<file path="config.mk">
export PLATFORM = sky130hd
export DESIGN_NAME = mmio_csr_bank_mc_flat
export DESIGN_NICKNAME = d
export VERILOG_FILES = /design/src/rtl/mmio_csr_bank_mc_pkg.sv /design/src/rtl/mmio_csr_bank_mc_if.sv /design/src/rtl/mmio_csr_bank_mc_rsp_fifo.sv /design/src/rtl/mmio_csr_bank_mc.sv /design/src/flat_wrapper.sv
export SDC_FILE = /design/constraint.sdc
export NUM_CORES = 2
export LEC_CHECK = 0
export ABC_AREA = 1
export BUFFER_PORTS_ARGS = -buffer_cell sky130_fd_sc_hd__clkbuf_2
export CORE_AREA = 2 2 344 346
export CTS_BUF_LIST = sky130_fd_sc_hd__clkbuf_8
export DETAILED_ROUTE_END_ITERATION = 8
export DIE_AREA = 0 0 346 348
export PLACE_DENSITY = 0.68
export SLEW_MARGIN = 20
export SYNTH_ARGS = -nofsm -noshare
export SYNTH_HDL_FRONTEND = slang
export SYNTH_SLANG_ARGS = --single-unit
</file>
<file path="constraint.sdc">
create_clock -name aclk -period 11.33 [get_ports aclk]
set_input_delay 1.6995 -clock aclk [delete_from_list [all_inputs] [get_ports aclk]]
set_output_delay 1.6995 -clock aclk [all_outputs]
set_load 0.02 [all_outputs]
</file>
<file path="src/rtl/mmio_csr_bank_mc_pkg.sv">
// Shared types for the multi-channel MMIO CSR bank: opcodes, tags,
// register indices, channel register struct and address decoder.
package mmio_csr_pkg;

  localparam logic [7:0] OP_READ  = 8'h00;
  localparam logic [7:0] OP_WRITE = 8'h01;

  localparam logic [7:0] RSP_TAG_OK  = 8'd2;
  localparam logic [7:0] RSP_TAG_ERR = 8'd3;

  // Register index within a window; byte offset = index * 8.
  localparam logic [2:0] REG_CMD    = 3'd0;
  localparam logic [2:0] REG_SRC    = 3'd1;
  localparam logic [2:0] REG_DST    = 3'd2;
  localparam logic [2:0] REG_LEN    = 3'd3;
  localparam logic [2:0] REG_STATUS = 3'd4;
  localparam logic [2:0] REG_START  = 3'd5;
  localparam logic [2:0] REG_CYCLES = 3'd6;
  localparam logic [2:0] REG_TX_LEN = 3'd7;

  typedef struct packed {
    logic [63:0] cmd;
    logic [63:0] src;
    logic [63:0] dst;
    logic [63:0] len;
    logic [63:0] status;
    logic [63:0] start_comp;
    logic [63:0] cycles;
    logic [63:0] tx_len;
  } ch_regs_t;

  typedef struct packed {
    logic       ok;
    logic [2:0] ch;
    logic [2:0] idx;
  } dec_t;

  // sl = log2 of the channel stride
  function automatic dec_t addr_decode(
    input logic [63:0] addr,
    input int unsigned num_ch,
    input int unsigned sl
  );
    dec_t        d;
    logic [63:0] ch64;
    logic [63:0] off;
    ch64  = addr >> sl;
    off   = addr & ((64'd1 << sl) - 64'd1);
    d.ch  = ch64[2:0];
    d.idx = off[5:3];
    d.ok  = (ch64 < 64'(num_ch)) && (off < 64'h40)
            && (off[2:0] == 3'd0);
    return d;
  endfunction

  function automatic logic [63:0] reg_rd(
    input ch_regs_t   r,
    input logic [2:0] idx
  );
    case (idx)
      REG_CMD:    return r.cmd;
      REG_SRC:    return r.src;
      REG_DST:    return r.dst;
      REG_LEN:    return r.len;
      REG_STATUS: return r.status;
      REG_START:  return r.start_comp;
      REG_CYCLES: return r.cycles;
      default:    return r.tx_len;
    endcase
  endfunction

endpackage

</file>
<file path="src/rtl/mmio_csr_bank_mc_if.sv">
// Host-side bus: request stream (op/address/data, valid/ready) and
// read response stream (read_data/valid/ready).
interface mmio_csr_bank_mc_if;
  logic [7:0]  op_code;
  logic [63:0] address;
  logic [63:0] payload_data;
  logic        payload_valid;
  logic        payload_ready;
  logic [71:0] read_data;
  logic        read_data_valid;
  logic        read_data_ready;

  modport master (
    output op_code, address, payload_data, payload_valid,
    output read_data_ready,
    input  payload_ready, read_data, read_data_valid
  );

  modport slave (
    input  op_code, address, payload_data, payload_valid,
    input  read_data_ready,
    output payload_ready, read_data, read_data_valid
  );
endinterface

</file>
<file path="src/rtl/mmio_csr_bank_mc_rsp_fifo.sv">
// Response FIFO with registered output stage. Ports: clk/rst_n, push/wdata,
// hold (blocks loading the output stage), out_ready, count, out_data/valid.
module mmio_rsp_fifo #(
  parameter int DEPTH = 4,
  parameter int W     = 72
) (
  input  logic                   clk,
  input  logic                   rst_n,
  input  logic                   push,
  input  logic [W-1:0]           wdata,
  input  logic                   hold,
  input  logic                   out_ready,
  output logic [$clog2(DEPTH):0] count,
  output logic [W-1:0]           out_data,
  output logic                   out_valid
);
  localparam int AW = $clog2(DEPTH);
  localparam int CW = AW + 1;

  logic [W-1:0]  mem [DEPTH];
  logic [AW-1:0] rp;
  logic [AW-1:0] wp;
  logic          pop;

  assign pop = (!out_valid || out_ready) && !hold && (count != '0);

  always_ff @(posedge clk) begin
    if (push) mem[wp] <= wdata;
  end

  always_ff @(posedge clk) begin
    if (!rst_n) begin
      rp        <= '0;
      wp        <= '0;
      count     <= '0;
      out_data  <= '0;
      out_valid <= 1'b0;
    end else begin
      if (push) wp <= wp + 1'b1;
      if (pop) begin
        out_data  <= mem[rp];
        out_valid <= 1'b1;
        rp        <= rp + 1'b1;
      end else if (out_ready) begin
        out_valid <= 1'b0;
      end
      count <= count + CW'(push) - CW'(pop);
    end
  end
endmodule

</file>
<file path="src/rtl/mmio_csr_bank_mc.sv">
// NUM_CH-window CSR bank for DMA/compute engines with buffered read replies.
// Ports: aclk/aresetn, bus (slave), dma_* / comp_* per-channel I/O.
// Optional MMIO_ERR_RESP_EN: error replies (tag 3) for invalid accesses.
module mmio_csr_bank_mc
  import mmio_csr_pkg::*;
#(
  parameter int NUM_CH    = 2,
  parameter int RSP_DEPTH = 4,
  parameter int CH_STRIDE = 64
) (
  input  logic                 aclk,
  input  logic                 aresetn,
  mmio_csr_bank_mc_if.slave    bus,
  input  logic                 dma_output_active,
  output logic [NUM_CH-1:0]    dma_start,
  output logic [NUM_CH-1:0]    dma_direction,
  output logic [64*NUM_CH-1:0] dma_src_addr,
  output logic [64*NUM_CH-1:0] dma_dst_addr,
  output logic [64*NUM_CH-1:0] dma_len,
  output logic [NUM_CH-1:0]    comp_start,
  output logic [64*NUM_CH-1:0] comp_cycles,
  input  logic [NUM_CH-1:0]    dma_status,
  input  logic [NUM_CH-1:0]    dma_status_valid,
  input  logic [NUM_CH-1:0]    computation_status,
  input  logic [NUM_CH-1:0]    computation_status_valid,
  input  logic [NUM_CH-1:0]    clear_dma_start,
  input  logic [64*NUM_CH-1:0] dma_tx_len,
  input  logic [NUM_CH-1:0]    dma_tx_len_valid
);
  localparam int SL = $clog2(CH_STRIDE);
  localparam int CW = $clog2(RSP_DEPTH) + 1;

  ch_regs_t    regs [NUM_CH];
  dec_t        dec;
  logic        acc;
  logic        is_rd;
  logic        is_wr;
  logic        push;
  logic [71:0] push_data;
  logic [63:0] rd_val;
  logic [CW-1:0] cnt;

  assign dec = addr_decode(bus.address, NUM_CH, SL);
  assign bus.payload_ready = cnt < CW'(RSP_DEPTH);
  assign acc   = bus.payload_valid && bus.payload_ready;
  assign is_rd = acc && (bus.op_code == OP_READ);
  assign is_wr = acc && (bus.op_code == OP_WRITE);

  always_comb begin
    rd_val = '0;
    for (int c = 0; c < NUM_CH; c++)
      if (dec.ch == 3'(c)) rd_val = reg_rd(regs[c], dec.idx);
  end

`ifdef MMIO_ERR_RESP_EN
  assign push = is_rd || (is_wr && !dec.ok);
  assign push_data =
    dec.ok ? {rd_val, RSP_TAG_OK} :
    is_rd  ? {64'hDEAD_DEAD_DEAD_DEAD, RSP_TAG_ERR} :
             {64'd0, RSP_TAG_ERR};
`else
  assign push = is_rd;
  assign push_data = {dec.ok ? rd_val : 64'd0, RSP_TAG_OK};
`endif

  // Later assignments win: host write beats clear, hw strobe beats W1C.
  always_ff @(posedge aclk) begin
    if (!aresetn) begin
      for (int c = 0; c < NUM_CH; c++) regs[c] <= '0;
    end else begin
      for (int c = 0; c < NUM_CH; c++) begin
        if (clear_dma_start[c]) regs[c].cmd <= '0;
        if (is_wr && dec.ok && dec.ch == 3'(c)) begin
          unique case (1'b1)
            dec.idx == REG_CMD:    regs[c].cmd <= bus.payload_data;
            dec.idx == REG_SRC:    regs[c].src <= bus.payload_data;
            dec.idx == REG_DST:    regs[c].dst <= bus.payload_data;
            dec.idx == REG_LEN:    regs[c].len <= bus.payload_data;
            dec.idx == REG_STATUS:
              regs[c].status <= {62'd0,
                regs[c].status[1:0] & ~bus.payload_data[1:0]};
            dec.idx == REG_START:  regs[c].start_comp <= bus.payload_data;
            dec.idx == REG_CYCLES: regs[c].cycles <= bus.payload_data;
            dec.idx == REG_TX_LEN: ;
          endcase
        end
        if (dma_status_valid[c])
          regs[c].status[0] <= dma_status[c];
        if (computation_status_valid[c])
          regs[c].status[1] <= computation_status[c];
        if (dma_tx_len_valid[c])
          regs[c].tx_len <= dma_tx_len[64*c +: 64];
      end
    end
  end

  for (genvar c = 0; c < NUM_CH; c++) begin : g_out
    assign dma_start[c]           = regs[c].cmd[0];
    assign dma_direction[c]       = regs[c].cmd[1];
    assign dma_src_addr[64*c+:64] = regs[c].src;
    assign dma_dst_addr[64*c+:64] = regs[c].dst;
    assign dma_len[64*c+:64]      = regs[c].len;
    assign comp_start[c]          = regs[c].start_comp[0];
    assign comp_cycles[64*c+:64]  = regs[c].cycles;
  end

  mmio_rsp_fifo #(
    .DEPTH (RSP_DEPTH),
    .W     (72)
  ) u_rsp (
    .clk       (aclk),
    .rst_n     (aresetn),
    .push      (push),
    .wdata     (push_data),
    .hold      (dma_output_active),
    .out_ready (bus.read_data_ready),
    .count     (cnt),
    .out_data  (bus.read_data),
    .out_valid (bus.read_data_valid)
  );
endmodule

</file>
<file path="src/flat_wrapper.sv">
// flat-port wrapper written by rule: the top's interface ports become plain ports
module mmio_csr_bank_mc_flat import mmio_csr_pkg::*;
#(
  parameter int NUM_CH    = 2,
  parameter int RSP_DEPTH = 4,
  parameter int CH_STRIDE = 64
)
  (aclk, aresetn, dma_output_active, dma_start, dma_direction, dma_src_addr, dma_dst_addr, dma_len, comp_start, comp_cycles, dma_status, dma_status_valid, computation_status, computation_status_valid, clear_dma_start, dma_tx_len, dma_tx_len_valid, bus_op_code, bus_address, bus_payload_data, bus_payload_valid, bus_read_data_ready, bus_payload_ready, bus_read_data, bus_read_data_valid);
  mmio_csr_bank_mc_if bus_i ();
  input  logic aclk;
  input  logic aresetn;
  input  logic dma_output_active;
  output logic [NUM_CH-1:0] dma_start;
  output logic [NUM_CH-1:0] dma_direction;
  output logic [64*NUM_CH-1:0] dma_src_addr;
  output logic [64*NUM_CH-1:0] dma_dst_addr;
  output logic [64*NUM_CH-1:0] dma_len;
  output logic [NUM_CH-1:0] comp_start;
  output logic [64*NUM_CH-1:0] comp_cycles;
  input  logic [NUM_CH-1:0] dma_status;
  input  logic [NUM_CH-1:0] dma_status_valid;
  input  logic [NUM_CH-1:0] computation_status;
  input  logic [NUM_CH-1:0] computation_status_valid;
  input  logic [NUM_CH-1:0] clear_dma_start;
  input  logic [64*NUM_CH-1:0] dma_tx_len;
  input  logic [NUM_CH-1:0] dma_tx_len_valid;
  input wire logic [$bits(bus_i.op_code)-1:0] bus_op_code;
  input wire logic [$bits(bus_i.address)-1:0] bus_address;
  input wire logic [$bits(bus_i.payload_data)-1:0] bus_payload_data;
  input wire logic [$bits(bus_i.payload_valid)-1:0] bus_payload_valid;
  input wire logic [$bits(bus_i.read_data_ready)-1:0] bus_read_data_ready;
  output wire logic [$bits(bus_i.payload_ready)-1:0] bus_payload_ready;
  output wire logic [$bits(bus_i.read_data)-1:0] bus_read_data;
  output wire logic [$bits(bus_i.read_data_valid)-1:0] bus_read_data_valid;
  assign bus_i.op_code = bus_op_code;
  assign bus_i.address = bus_address;
  assign bus_i.payload_data = bus_payload_data;
  assign bus_i.payload_valid = bus_payload_valid;
  assign bus_i.read_data_ready = bus_read_data_ready;
  assign bus_payload_ready = bus_i.payload_ready;
  assign bus_read_data = bus_i.read_data;
  assign bus_read_data_valid = bus_i.read_data_valid;
  mmio_csr_bank_mc #(.NUM_CH(NUM_CH), .RSP_DEPTH(RSP_DEPTH), .CH_STRIDE(CH_STRIDE)) u_core (.aclk(aclk), .aresetn(aresetn), .bus(bus_i), .dma_output_active(dma_output_active), .dma_start(dma_start), .dma_direction(dma_direction), .dma_src_addr(dma_src_addr), .dma_dst_addr(dma_dst_addr), .dma_len(dma_len), .comp_start(comp_start), .comp_cycles(comp_cycles), .dma_status(dma_status), .dma_status_valid(dma_status_valid), .computation_status(computation_status), .computation_status_valid(computation_status_valid), .clear_dma_start(clear_dma_start), .dma_tx_len(dma_tx_len), .dma_tx_len_valid(dma_tx_len_valid));
endmodule
</file>
==> results.py <==
metrics = {
    "outcome": {
        "status": "finished, final reports clean",
    },
    "clock_network": {
        "clk_path_buf_depth": 3,
        "cts_buffers": 196,
        "path_clk_slew_ns": 0.06,
        "cts_resized": 0,
        "root_buffer": "clkbuf_8",
        "cts_tree": "built",
        "cts_setup_buffers": 0,
        "cts_max_level": 4,
        "clkSinkCount": 1229,
        "postCtsHoldBufs": 0,
        "worstSkewPairLatency_ns": 0.90,
    },
    "timing": {
        "min_period_ns": 5.73,
        "holdWs_ns": 0.497,
        "rsz0062_at_grt": "no",
        "final.setup.tns_ns": 0,
        "hold_viol_final": 0,
        "finalCritPeriodShare": 0.506,
        "slew_headroom": 0.127,
        "tightest_slew_ns": 1.30,
        "max_freq_mhz": 175,
        "drv_slew": 0,
        "setup_viol": 0,
        "worst_clock_skew_ns": 0.0575,
    },
    "yosys": {
        "yosys_warnings": 0,
        "netlist_instances": 4961,
        "synth_area_per_cell_um2": 11.0,
        "syn_area_um2": 54700,
        "synth_cell_types": 44,
        "yosysSeqAreaShare": 0.661,
        "ys_seq_elements": 1229,
    },
    "min_path": {
        "holdCritPathClass": "reg -> reg",
        "holdPathStages": 2,
        "hp-start": "u_core.u_rsp.out_data[1]$_SDFFE_PN0P_",
        "min_to": "u_core.u_rsp.out_data[1]$_SDFFE_PN0P_",
    },
    "floorplan": {
        "row_count": 126,
        "die_w_um": 346,
        "die_y_um": 348,
        "core_area_um2": 117000,
        "die_area_um2": 120000,
        "num_io_pins": 873,
        "start_util": 0.468,
    },
    "critical_path": {
        "r2r-end": "u_core.regs[0][264]$_DFFE_PP_",
        "r2r-start": "u_core.u_rsp.count[2]$_SDFF_PN0_",
        "critPathCaptureType": "flip-flop",
        "reg2regPathDepth": 12,
        "worstPathArrival_ns": 6.28,
        "r2r_slack_ns": 6.73,
        "critPathMaxStageDelay_ns": 0.96,
        "startpoint_type": "primary input",
        "worst-path-max-fanout": 59,
        "crit_required_ns": 11.88,
        "path_class": "in -> reg",
        "crit_chain": "clkbuf_2 -> inv_1 -> nand3_1 -> nor2_1 -> nand2_1 -> nand2_1 -> nor2_4 -> buf_4 -> buf_4 -> a21oi_2",
        "slowest_stage": "buf_4",
    },
    "cells_and_area": {
        "finalInstanceArea_um2": 60300,
        "syn_to_final_growth_pct": 10.1,
        "drive_gt1_frac": 0.250,
        "fin_nets": 5574,
        "finalNonFillerCells": 6993,
    },
    "route": {
        "drtIter0Drc": 5701,
        "dr_total_vias": 40781,
        "vias_per_cell": 5.83,
        "antenna_left": 0,
        "drc_errors": 0,
        "drt_wl_total_mm": 221,
        "firstDrtPassIters": 6,
        "wire_per_inst_um": 31.6,
    },
    "global_routing": {
        "grt_util_all_layers": 0.357,
        "antenna_found_initial": 28,
        "overflow": 0,
        "grt_pass1_wl_mm": 299,
        "grt_pass1_vias": 37956,
        "grt_max_degree": 131,
    },
    "power_and_ir_drop": {
        "leakage_nw": 24.6,
        "powerDensity_nw_per_um2": 182,
        "ir_drop_v": 0.000123,
    },
    "placed_design": {
        "post_dp_cell_area_um2": 56500,
        "dp.cells": 6624,
        "place.port_buffers": 865,
        "dp_hpwl_mm": 152,
        "place.gp.congestion": 0.934,
    },
    "flow_run": {
        "cap_violations": 0,
    },
}
==> power by group <==
| part | total, W | switching (W) | internal, W |
|---|---|---|---|
| registers | 0.00557 | 0.000251 | 0.00532 |
| clock network | 0.00371 | 0.00183 | 0.00188 |
| logic | 0.00170 | 0.00130 | 0.000396 |
==> kinds of logic after synthesis <==
logic type      synth area share
simple gates               0.141
compound gates            0.0833
fa+ha+maj                0.00174
mux                     0.000549
xor+xnor                0.000160
buf+inv                    0.112
flops                      0.661
other cells            0.0000685
==> state kept, by name, summed over array words and instances, names as in the netlist <==
| signal | flops |
|---|---|
| u_core.u_rsp.rp | 2 |
| u_core.u_rsp.mem | 256 |
| u_core.u_rsp.wp | 2 |
| u_core.u_rsp.out_data | 65 |
| u_core.u_rsp.count | 3 |
| u_core.regs | 900 |
| u_core.u_rsp.out_valid | 1 |
==> how the worst max path moves through the flow <==
stage	start	to	slack, ns	cells past startpoint
2_1_floorplan	bus_address[7]	u_core.regs[0][100]$_DFFE_PP_	3.75	9
3_3_place_gp	bus_address[5]	u_core.regs[0][134]$_DFFE_PP_	5.10	10
3_5_place_dp	bus_address[5]	u_core.regs[0][287]$_DFFE_PP_	4.99	10
4_1_cts	bus_address[5]	u_core.regs[0][264]$_DFFE_PP_	5.93	10
5_1_grt	bus_address[5]	u_core.regs[0][66]$_DFFE_PP_	5.64	10
6_report	bus_address[5]	u_core.regs[0][264]$_DFFE_PP_	5.60	10
==> layer usage <==
layer | track usage | share of wire | vias to the layer above
met3 | 0.114 | 0.14 | 539
met4 | 0.209 | 0.067 | 14
li1 | - | - | 17098
met2 | 0.541 | 0.44 | 3263
met5 | 0 | 0.00043 | -
met1 | 0.452 | 0.35 | 19867
==> worst max-delay path: cells and delay by family <==
kind / cells / cell delay (ns)
simple gates: 5 / 1.29
buf+inv: 4 / 2.81
compound gates: 1 / 0.20
==> layout by cell type (no fill, tap or decap), types with 4 or more instances in the layout <==
cell type  count
o21ai_4        4
a41oi_1        6
a31oi_1       73
inv_8          4
ha_1           6
nand2_1      785
clkbuf_8     204
clkinv_2      21
nand4_1       46
nand2_4        9
edfxtp_1    1156
a221oi_1      25
conb_1         7
a22o_1        11
buf_4         60
a21oi_1      184
or2_2         44
clkbuf_2     864
clkinv_1      35
diode_2       16
bufinv_16      9
nor3_1        15
nor2_4        10
nand3_4        8
a211oi_1      51
inv_1        300
inv_6          4
nand3_1      113
inv_2          4
a21oi_2      100
o21ai_0      285
a22oi_1        8
nor2_1       883
dfxtp_1       71
==> cell type report <==
| class | instances | area, µm² |
|---|---|---|
| fill | 10449 | 56700 |
| sequential | 1229 | 36200 |
| multi-input combinational | 2698 | 12700 |
| timing repair buffer | 925 | 4790 |
| clock buffer | 204 | 2810 |
| tap | 1536 | 1920 |
| inverter | 236 | 912 |
| clock inverter | 149 | 910 |
| antenna | 16 | 40.0 |
==> cells in the mapped netlist (all sizes together) <==
cell	count	area, µm²
a2111oi	1	8.76
o21ai	289	1450
mux2i	3	30.0
o22ai	2	12.5
edfxtp	1156	34700
clkbuf	148	556
nor2	897	3400
fa	1	20.0
a31oi	73	457
xor2	1	8.76
nand3	121	611
nor4	2	12.5
o22a	2	17.5
dfxtp	73	1460
a21oi	284	1800
a41oi	6	52.6
ha	6	75.1
inv	234	878
a22o	11	96.3
conb	1	3.75
clkinv	2	7.51
and2	3	18.8
a221oi	25	219
nand3b	1	7.51
buf	656	4700
or2	47	294
a211oi	51	383
o211ai	1	7.51
a22oi	8	60.1
nor3	16	80.1
nand2	794	2990
nand4	46	288
==> stage by stage <==
| step | setup WS (ns) | total power (W) | util |
|---|---|---|---|
| 3_5_place_dp | 4.99 | 0.00732 | 0.483 |
| 4_1_cts | 5.93 | 0.0109 | 0.515 |
| 3_3_place_gp | 5.10 | 0.00731 | 0.483 |
| 2_1_floorplan | 3.75 | 0.00663 | - |
| 6_report | 5.60 | 0.0110 | 0.515 |
| 5_1_grt | 5.64 | 0.0113 | 0.515 |
(Power assumes the default switching activity.)
